===== src/rtl/ctrl_pipe.sv =====
// Pipelined control unit: decodes opcode/funct in ID and carries the control word through EX, MEM and WB,
// with load-use bubbling, branch/jump squash and a global memory stall.
module ctrl_pipe #(
  parameter int opwidth    = 3,
  parameter int functwidth = 2,
  parameter int mcodebits  = 4,
  parameter int rawidth    = 2
) (
  input  logic                 Clk,
  input  logic                 Reset,
  input  logic                 id_valid,
  input  logic [opwidth-1:0]   opcode,
  input  logic [functwidth-1:0] funct,
  input  logic [rawidth-1:0]   id_ra,
  input  logic [rawidth-1:0]   id_rb,
  input  logic                 ext_stall,
  input  logic                 ex_redirect,
  output logic                 id_ready,
  output logic                 ex_valid,
  output logic                 ex_Branch,
  output logic                 ex_Jump,
  output logic                 ex_ALUSrc,
  output logic                 ex_flag_en,
  output logic [mcodebits-1:0] ex_ALUOp,
  output logic                 mem_valid,
  output logic                 mem_MemWrite,
  output logic                 mem_MemtoReg,
  output logic                 wb_valid,
  output logic                 wb_RegWrite,
  output logic                 wb_MemtoReg,
  output logic [rawidth-1:0]   wb_dst
);

  typedef struct packed {
    logic                 regwrite;
    logic                 memtoreg;
    logic                 memwrite;
    logic                 branch;
    logic                 jump;
    logic                 alusrc;
    logic                 flag_en;
    logic [mcodebits-1:0] aluop;
    logic [rawidth-1:0]   dst;
  } ctl_t;

  localparam logic [mcodebits-1:0] NOP = '1;

  function automatic ctl_t bubble();
    ctl_t b;
    b       = '0;
    b.aluop = NOP;
    return b;
  endfunction

  function automatic logic [mcodebits-1:0] aop(input int unsigned code);
    return mcodebits'(code);
  endfunction

  // ID stage: decode, source usage and hazard/redirect qualification
  ctl_t             dec_p0;
  logic             legal_p0;
  logic             regdst_p0;
  logic             rd_ra_p0;
  logic             rd_rb_p0;
  logic [2:0]       op3_p0;
  logic [1:0]       fn2_p0;
  logic             hazard;
  logic             redirect;

  assign op3_p0 = opcode[2:0];
  assign fn2_p0 = funct[1:0];

  always_comb begin
    dec_p0          = bubble();
    dec_p0.regwrite = 1'b1;
    regdst_p0       = 1'b0;
    rd_ra_p0        = 1'b0;
    rd_rb_p0        = 1'b0;
    legal_p0        = ((opcode >> 3) == '0) && ((funct >> 2) == '0);
    case (op3_p0)
      3'b000: begin
        rd_ra_p0 = 1'b1;
        rd_rb_p0 = 1'b1;
        case (fn2_p0)
          2'b00: begin dec_p0.aluop = aop(0); dec_p0.flag_en = 1'b1; end
          2'b01: begin dec_p0.aluop = aop(1); dec_p0.flag_en = 1'b1; end
          2'b10: dec_p0.aluop = aop(2);
          default: begin
            dec_p0.aluop    = aop(3);
            dec_p0.flag_en  = 1'b1;
            dec_p0.regwrite = 1'b0;
          end
        endcase
      end
      3'b001: begin
        rd_ra_p0 = 1'b1;
        rd_rb_p0 = 1'b1;
        case (fn2_p0)
          2'b00: dec_p0.aluop = aop(4);
          2'b01: begin dec_p0.aluop = aop(5); regdst_p0 = 1'b1; end
          2'b10: begin
            dec_p0.aluop   = aop(6);
            dec_p0.flag_en = 1'b1;
            dec_p0.alusrc  = 1'b1;
          end
          default: begin dec_p0.aluop = aop(7); dec_p0.flag_en = 1'b1; end
        endcase
      end
      3'b010: begin
        rd_ra_p0        = 1'b1;
        dec_p0.alusrc   = 1'b1;
        dec_p0.memtoreg = 1'b1;
      end
      3'b011: begin
        rd_ra_p0        = 1'b1;
        dec_p0.alusrc   = 1'b1;
        dec_p0.memwrite = 1'b1;
        dec_p0.regwrite = 1'b0;
      end
      3'b100: begin
        rd_ra_p0       = 1'b1;
        dec_p0.aluop   = aop(8);
        dec_p0.alusrc  = 1'b1;
        dec_p0.flag_en = 1'b1;
      end
      3'b101: begin
        rd_ra_p0       = 1'b1;
        dec_p0.aluop   = aop(9);
        dec_p0.alusrc  = 1'b1;
        dec_p0.flag_en = 1'b1;
      end
      3'b110: begin
        dec_p0.jump     = 1'b1;
        dec_p0.regwrite = 1'b0;
      end
      default: begin
        rd_ra_p0        = 1'b1;
        rd_rb_p0        = 1'b1;
        dec_p0.branch   = 1'b1;
        dec_p0.regwrite = 1'b0;
      end
    endcase
    dec_p0.dst = regdst_p0 ? id_rb : id_ra;
    if (!legal_p0) dec_p0 = bubble();
  end

  ctl_t               ctl_p1;
  logic               vld_p1;
  logic               vld_p2;
  logic               memwrite_p2;
  logic               memtoreg_p2;
  logic               regwrite_p2;
  logic [rawidth-1:0] dst_p2;
  logic               vld_p3;
  logic               regwrite_p3;
  logic               memtoreg_p3;
  logic [rawidth-1:0] dst_p3;

  assign hazard = vld_p1 & ctl_p1.memtoreg & ctl_p1.regwrite & id_valid & legal_p0 &
                  ((rd_ra_p0 & (ctl_p1.dst == id_ra)) | (rd_rb_p0 & (ctl_p1.dst == id_rb)));
  assign redirect = vld_p1 & (ctl_p1.branch | ctl_p1.jump) & ex_redirect;
  assign id_ready = ~Reset & ~ext_stall & ~(hazard & ~redirect);

  // ID->EX, EX->MEM, MEM->WB registers; the whole pipe freezes on ext_stall
  always_ff @(posedge Clk) begin
    if (Reset) begin
      vld_p1      <= 1'b0;
      ctl_p1      <= bubble();
      vld_p2      <= 1'b0;
      memwrite_p2 <= 1'b0;
      memtoreg_p2 <= 1'b0;
      regwrite_p2 <= 1'b0;
      dst_p2      <= '0;
      vld_p3      <= 1'b0;
      regwrite_p3 <= 1'b0;
      memtoreg_p3 <= 1'b0;
      dst_p3      <= '0;
    end else if (!ext_stall) begin
      if (redirect || hazard || !id_valid || !legal_p0) begin
        vld_p1 <= 1'b0;
        ctl_p1 <= bubble();
      end else begin
        vld_p1 <= 1'b1;
        ctl_p1 <= dec_p0;
      end
      vld_p2      <= vld_p1;
      memwrite_p2 <= ctl_p1.memwrite;
      memtoreg_p2 <= ctl_p1.memtoreg;
      regwrite_p2 <= ctl_p1.regwrite;
      dst_p2      <= ctl_p1.dst;
      vld_p3      <= vld_p2;
      regwrite_p3 <= regwrite_p2;
      memtoreg_p3 <= memtoreg_p2;
      dst_p3      <= dst_p2;
    end
  end

  assign ex_valid     = vld_p1;
  assign ex_Branch    = ctl_p1.branch;
  assign ex_Jump      = ctl_p1.jump;
  assign ex_ALUSrc    = ctl_p1.alusrc;
  assign ex_flag_en   = ctl_p1.flag_en;
  assign ex_ALUOp     = ctl_p1.aluop;
  assign mem_valid    = vld_p2;
  assign mem_MemWrite = memwrite_p2;
  assign mem_MemtoReg = memtoreg_p2;
  assign wb_valid     = vld_p3;
  assign wb_RegWrite  = regwrite_p3;
  assign wb_MemtoReg  = memtoreg_p3;
  assign wb_dst       = dst_p3;

endmodule


===== config.mk =====
export PLATFORM = sky130hd
export DESIGN_NAME = ctrl_pipe
export DESIGN_NICKNAME = d
export VERILOG_FILES = /design/src/rtl/ctrl_pipe.sv
export SDC_FILE = /design/constraint.sdc
export NUM_CORES = 1
export LEC_CHECK = 0
export ABC_CLOCK_PERIOD_IN_PS = 1600
export BUFFER_PORTS_ARGS = -buffer_cell sky130_fd_sc_hd__buf_2
export CORE_UTILIZATION = 39
export DETAILED_ROUTE_END_ITERATION = 6
export SLEW_MARGIN = 15
export SYNTH_ARGS = -nofsm -noshare
export SYNTH_HDL_FRONTEND = slang
export SYNTH_SLANG_ARGS = --single-unit
export TNS_END_PERCENT = 20

===== constraint.sdc =====
create_clock -name Clk -period 1.6 [get_ports Clk]
set_input_delay 0.08 -clock Clk [delete_from_list [all_inputs] [get_ports Clk]]
set_output_delay 0.08 -clock Clk [all_outputs]
set_load 0.02 [all_outputs]

==> results.toml, run 1 <==
[synthesis]
syn_nets = 148
syn_area_per_cell_um2 = 9.64
yosysWarnings = 0
synth_top_flop_cell = "dfxtp_1"
async_reset_ff_frac = 0
synthCells = 131
synth_compound_gate_area_share = 0.170
synth_edf_count = 0
synthDistinctLibCells = 39
synth_fa_ha_area_frac = 0.0297
ys_seq_elements = 25
synth-xor-area-share = 0.0278
ys_seq_area_frac = 0.396
synth-simple-area-share = 0.190
yosys-mux-area-fraction = 0.111
syn_area_um2 = 1260
synth_top_family_by_area = "simple AND/OR/NAND/NOR gates"

[timing]
finalCritPeriodShare = 0.966
fin_crit_ns = 1.55
worst_clock_skew_ns = 0.00177
maxSlewViolCount = 0
fmax_mhz = 647
tns_ns = 0
tightest_slew_ns = 0.612
rsz0062_at_grt = "yes"
relSlewSlack = 0.592
hold_viol = 0
setup_viol = 0
holdWs_ns = 0.100

[floorplanning]
ios = 32
std_cell_rows = 20
die_area_um2 = 3470
die_y_um = 58.9
core_um2 = 3050
die_w_um = 58.9
initial_core_util = 0.414

[placed_design]
place_congestion = 0.826
dp_cells = 195
io_buffer_count = 31
placed_area_um2 = 1410
hpwl_mm = 1.80

[final_layout]
fillers = 307
fin_area_um2 = 1490
final-seq-area_um2 = 505
drive_gt1_frac = 0.344
antennaDiodeCount = 0
utilization = 0.488
multi_input_area_um2 = 701
fin_cells = 201
final_nets = 175
areaGrowthSynthToFinish_pct = 18.0

[hold_path]
hp-start = "id_rb[0]"
whs_endpoint = "ctl_p1[0]"
min_path_type = "input pin to flip-flop"
min_delay_path_depth = 3

[power_and_ir_drop]
p_comb_frac = 0.165
powerDensity_nw_per_um2 = 758
pwr-share-clk = 0.260
peakVddDrop_v = 0.000572
p_int_mw = 0.813
p_leak_nw = 0.640
swShare = 0.281
p_sw_mw = 0.317
seqPwrFrac = 0.575

[global_route]
grt_max_degree = 36
grt_overflow = 0
grt.total_usage = 0.159
antenna_found_initial = 0
grt_pass1_wl_mm = 4.22
grt_pass1_vias = 874

[setup_path]
path_class = "flip-flop to primary output"
crit_required_ns = 1.52
path_max_fanout = 4
end_kind = "primary output"
start_kind = "flip-flop"
worstReg2RegEnd = "ctl_p1[1]"
arrival_ns = 1.47
ff2ff_setup_slack_ns = 0.12
reg2reg_depth = 5
r2r-start = "ex_Jump"

[detailed_routing]
post_drt_wl_per_cell_um = 12.7
vias = 1018
dr.first_iter.drc_count = 27
dr_wl_met3_um = 155
drc = 0
viasPerCell = 5.06
first_pass_iters = 4
ant_nets = 0
dr.max_layer_used = "met4"
drt-met1-wl_mm = 1.24
routed_wl_mm = 2.55
wl_met2_mm = 1.14

[cts]
path_clk_slew_ns = 0.14
postCtsHoldBufs = 0
cts_inserted_buffers = 3
tritoncts = "yes"
cts.sinks = 25
htreeDepth = 1
clockBufferDepth = 2
clk_latency_ns = 0.32
cts_root_buf = "clkbuf_4"

[flow_run]
maxCapViolCount = 0

[status]
status = "complete, no violations"
## power by group through the flow
stage	Sequential, mW	Combinational (mW)	Clock, mW
global placement	0.662	0.171	0
floorplan	0.669	0.121	0
global route	0.652	0.205	0.338
detailed placement	0.663	0.173	0
CTS	0.650	0.184	0.308
finish	0.649	0.186	0.294
## cell usage after synthesis, types with 3 or more instances
library cell  instances  area share
dfxtp_1              25        0.40
nor2_1               15       0.045
mux2i_1              14        0.11
nand2_1               9       0.027
nand3b_1              6       0.036
buf_4                 4       0.024
clkbuf_1              4       0.012
nand2b_1              4       0.020
o31ai_2               4       0.040
xnor2_1               4       0.028
buf_2                 3       0.012
ha_1                  3       0.030
inv_1                 3      0.0089
## kinds of logic after synthesis
family,Yosys count
AOI/OAI and AO/OA,24
xor gates and xnor gates,4
adders and majority gates,3
buffers and inverters,16
DFF,25
muxes,14
and+or+nand+nor,45
## layer usage
metal | GRT usage | up-vias
li1 | - | 519
met1 | 0.231 | 464
met2 | 0.234 | 33
met3 | 0.0527 | 2
met4 | 0.0204 | 0
met5 | 0 | -
## worst max-delay path, stage by stage (launching register included)
cell	delay [ns]
dfxtp_2	0.37
xnor2_1	0.15
o211ai_1	0.10
nand2_1	0.09
a311oi_2	0.25
buf_4	0.18
## sequential cells by signal, indices dropped and copies added, names as in the netlist, 2 cells and up
name and flops:
ctl_p1 5, ex_ALUOp 4, wb_dst 2, dst_p2 2
## repair_timing
item | CTS | global route
endpoints found under the setup margin | 1 | 4
setup buffers | 2 | 0
gates cloned | 0 | 0
pin swaps | 3 | 1
resized for setup | 5 | 3
## through the flow
stage	total power [mW]	setup slack [ns]
after CTS	1.14	-0.0121
final	1.13	0.0548
after floorplan	0.790	0.248
after global routing	1.20	-0.0451
after global placement	0.833	0.193
after detailed placement	0.836	0.142
## cell type report
type                    instances  share of cell area
clock buffers                   3              0.0151
clock inverters                 1             0.00504
inverters                       3             0.00756
multi-input cells              90               0.470
flip-flops and latches         25               0.339
well taps                      44              0.0369
repair buffers                 35               0.126
## placed cells by master (no fill, tap or decap), types with 2 or more instances in the layout
cell and n:
buf_4 5, inv_1 3, o31ai_2 4, mux2i_1 14, buf_2 30, dfxtp_1 23, nor3b_1 2, clkbuf_4 3
a21oi_1 2, o211ai_1 2, nor2_1 15, nand2b_1 4, nand3b_1 6, xnor2_1 3, nand2_1 9, o22ai_1 2
o32ai_1 2, o32a_2 2, ha_1 3
## how the worst max path moves through the flow
stage,startpoint,end,slack (ns),cells past startpoint
detailed placement,ex_Jump,ctl_p1[1],0.14,5
global placement,ex_Jump,ex_ALUOp[0],0.19,4
CTS,ctl_p1[1],id_ready,-0.01,5
finish,ctl_p1[0],id_ready,0.05,5
global route,ctl_p1[1],id_ready,-0.05,5
floorplan,ctl_p1[1],id_ready,0.25,4
Note: power is estimated with default switching activity, not from simulation.
==> inputs of run 2 (changes only) <==
--- a/config.mk
+++ b/config.mk
@@ -5,7 +5,7 @@
 export SDC_FILE = /design/constraint.sdc
 export NUM_CORES = 1
 export LEC_CHECK = 0
-export ABC_CLOCK_PERIOD_IN_PS = 1600
+export ABC_CLOCK_PERIOD_IN_PS = 1970
 export BUFFER_PORTS_ARGS = -buffer_cell sky130_fd_sc_hd__buf_2
 export CORE_UTILIZATION = 39
 export DETAILED_ROUTE_END_ITERATION = 6
==> constraint.sdc (replaced) <==
create_clock -name Clk -period 1.97 [get_ports Clk]
set_input_delay 0.0985 -clock Clk [delete_from_list [all_inputs] [get_ports Clk]]
set_output_delay 0.0985 -clock Clk [all_outputs]
set_load 0.02 [all_outputs]
==> results.toml, run 2 (synthesis results as in run 1) <==
[status]
status = "complete, no violations"

[placed_design]
place_congestion = 0.739
hpwl_mm = 1.83
dp_slack_ns = 0.412
io_buffer_count = 31
dp_cells = 194
placed_area_um2 = 1400

[floorplanning]
die_y_um = 58.9
ios = 32
std_cell_rows = 20
die_w_um = 58.9
core_um2 = 3050
initial_core_util = 0.414
die_area_um2 = 3470

[timing]
rsz0062_at_grt = "no"
worst_slack_ns = 0.319
worst_clock_skew_ns = 0.00705
tightest_slew_ns = 0.601
tns_ns = 0
setup_viol = 0
holdWs_ns = 0.139
fmax_mhz = 606
fin_crit_ns = 1.65
hold_viol = 0
relSlewSlack = 0.599
maxSlewViolCount = 0
finalCritPeriodShare = 0.838

[global_route]
grt_pass1_wl_mm = 4.06
antenna_found_initial = 0
grt_pass1_vias = 939
grt_max_degree = 36
grt.total_usage = 0.153
grt_overflow = 0

[detailed_routing]
first_pass_iters = 4
drc = 0
dr.first_iter.drc_count = 31
routed_wl_mm = 2.53
viasPerCell = 5.15
vias = 1020
ant_nets = 0
post_drt_wl_per_cell_um = 12.8

[power_and_ir_drop]
p_sw_mw = 0.236
pwr-share-clk = 0.250
p_leak_nw = 0.617
p_comb_frac = 0.157
seqPwrFrac = 0.593
powerDensity_nw_per_um2 = 624
peakVddDrop_v = 0.000222
power_mw = 0.888
swShare = 0.265
p_int_mw = 0.653

[final_layout]
final_cell_mix = "buf_2 (31), dfxtp_1 (25), nor2_1 (15), mux2i_1 (14), nand2_1 (9)"
drive_gt1_frac = 0.299
regMostFlops = "ctl_p1"
antennaDiodeCount = 0
areaGrowthSynthToFinish_pct = 12.8
final_common_cell = "buf_2"
utilization = 0.466
fin_area_um2 = 1420
fin_cells = 198
final_nets = 172
largest_reg_flops = 5

[cts]
clockBufferDepth = 2
cts_root_buf = "clkbuf_4"
path_clk_slew_ns = 0.12
post_cts_resized = 0
cts.sinks = 25
post_cts_buffers = 0
tritoncts = "yes"
htreeDepth = 1
cts_inserted_buffers = 3
postCtsHoldBufs = 0
clk_latency_ns = 0.31

[setup_path]
crit_required_ns = 1.87
ff2ff_setup_slack_ns = 0.37
path_class = "flip-flop to primary output"
end_kind = "primary output"
r2r-start = "ex_Jump"
crit_start = "ctl_p1[0]"
path_max_fanout = 4
arrival_ns = 1.55
start_kind = "flip-flop"

[flow_run]
maxCapViolCount = 0

[hold_path]
hp-start = "id_rb[1]"
min_path_type = "input pin to flip-flop"
-- run 2: area by class of cell --
cell class / instances / area [µm²]
clock buffers: 4 / 26.3
repair buffers: 32 / 163
flip-flops and latches: 25 / 500
fillers: 308 / 1630
multi-input cells: 90 / 668
inverters: 3 / 11.3
well taps: 44 / 55.1
-- run 2: path summary, 6_finish.rpt --
kind	end	cells after the start
setup / recovery	id_ready	5
hold / removal	ctl_p1[1]	3
setup reg to reg	ex_ALUOp[0]	4
hold reg to reg	ex_ALUOp[1]	1
-- run 2: power by group through the flow --
stage | Clock (mW) | Combinational [mW] | Sequential [mW]
finish | 0.222 | 0.139 | 0.527
global route | 0.252 | 0.153 | 0.529
CTS | 0.233 | 0.140 | 0.527
detailed placement | 0 | 0.140 | 0.538
global placement | 0 | 0.137 | 0.538
floorplan | 0 | 0.0984 | 0.543
-- run 2: layer usage --
metal | global-route usage | vias up | share of wire
met4 | 0.0442 | 0 | 0.0095
met3 | 0.0308 | 5 | 0.038
met5 | 0 | - | 0
met2 | 0.268 | 23 | 0.47
met1 | 0.189 | 477 | 0.49
li1 | - | 515 | -
-- run 2: critical path, cell delays in order (launching register included) --
cell	delay (ns)
dfxtp_1	0.43
xnor2_1	0.13
o211ai_1	0.09
nand2_1	0.08
a311oi_1	0.30
buf_2	0.22
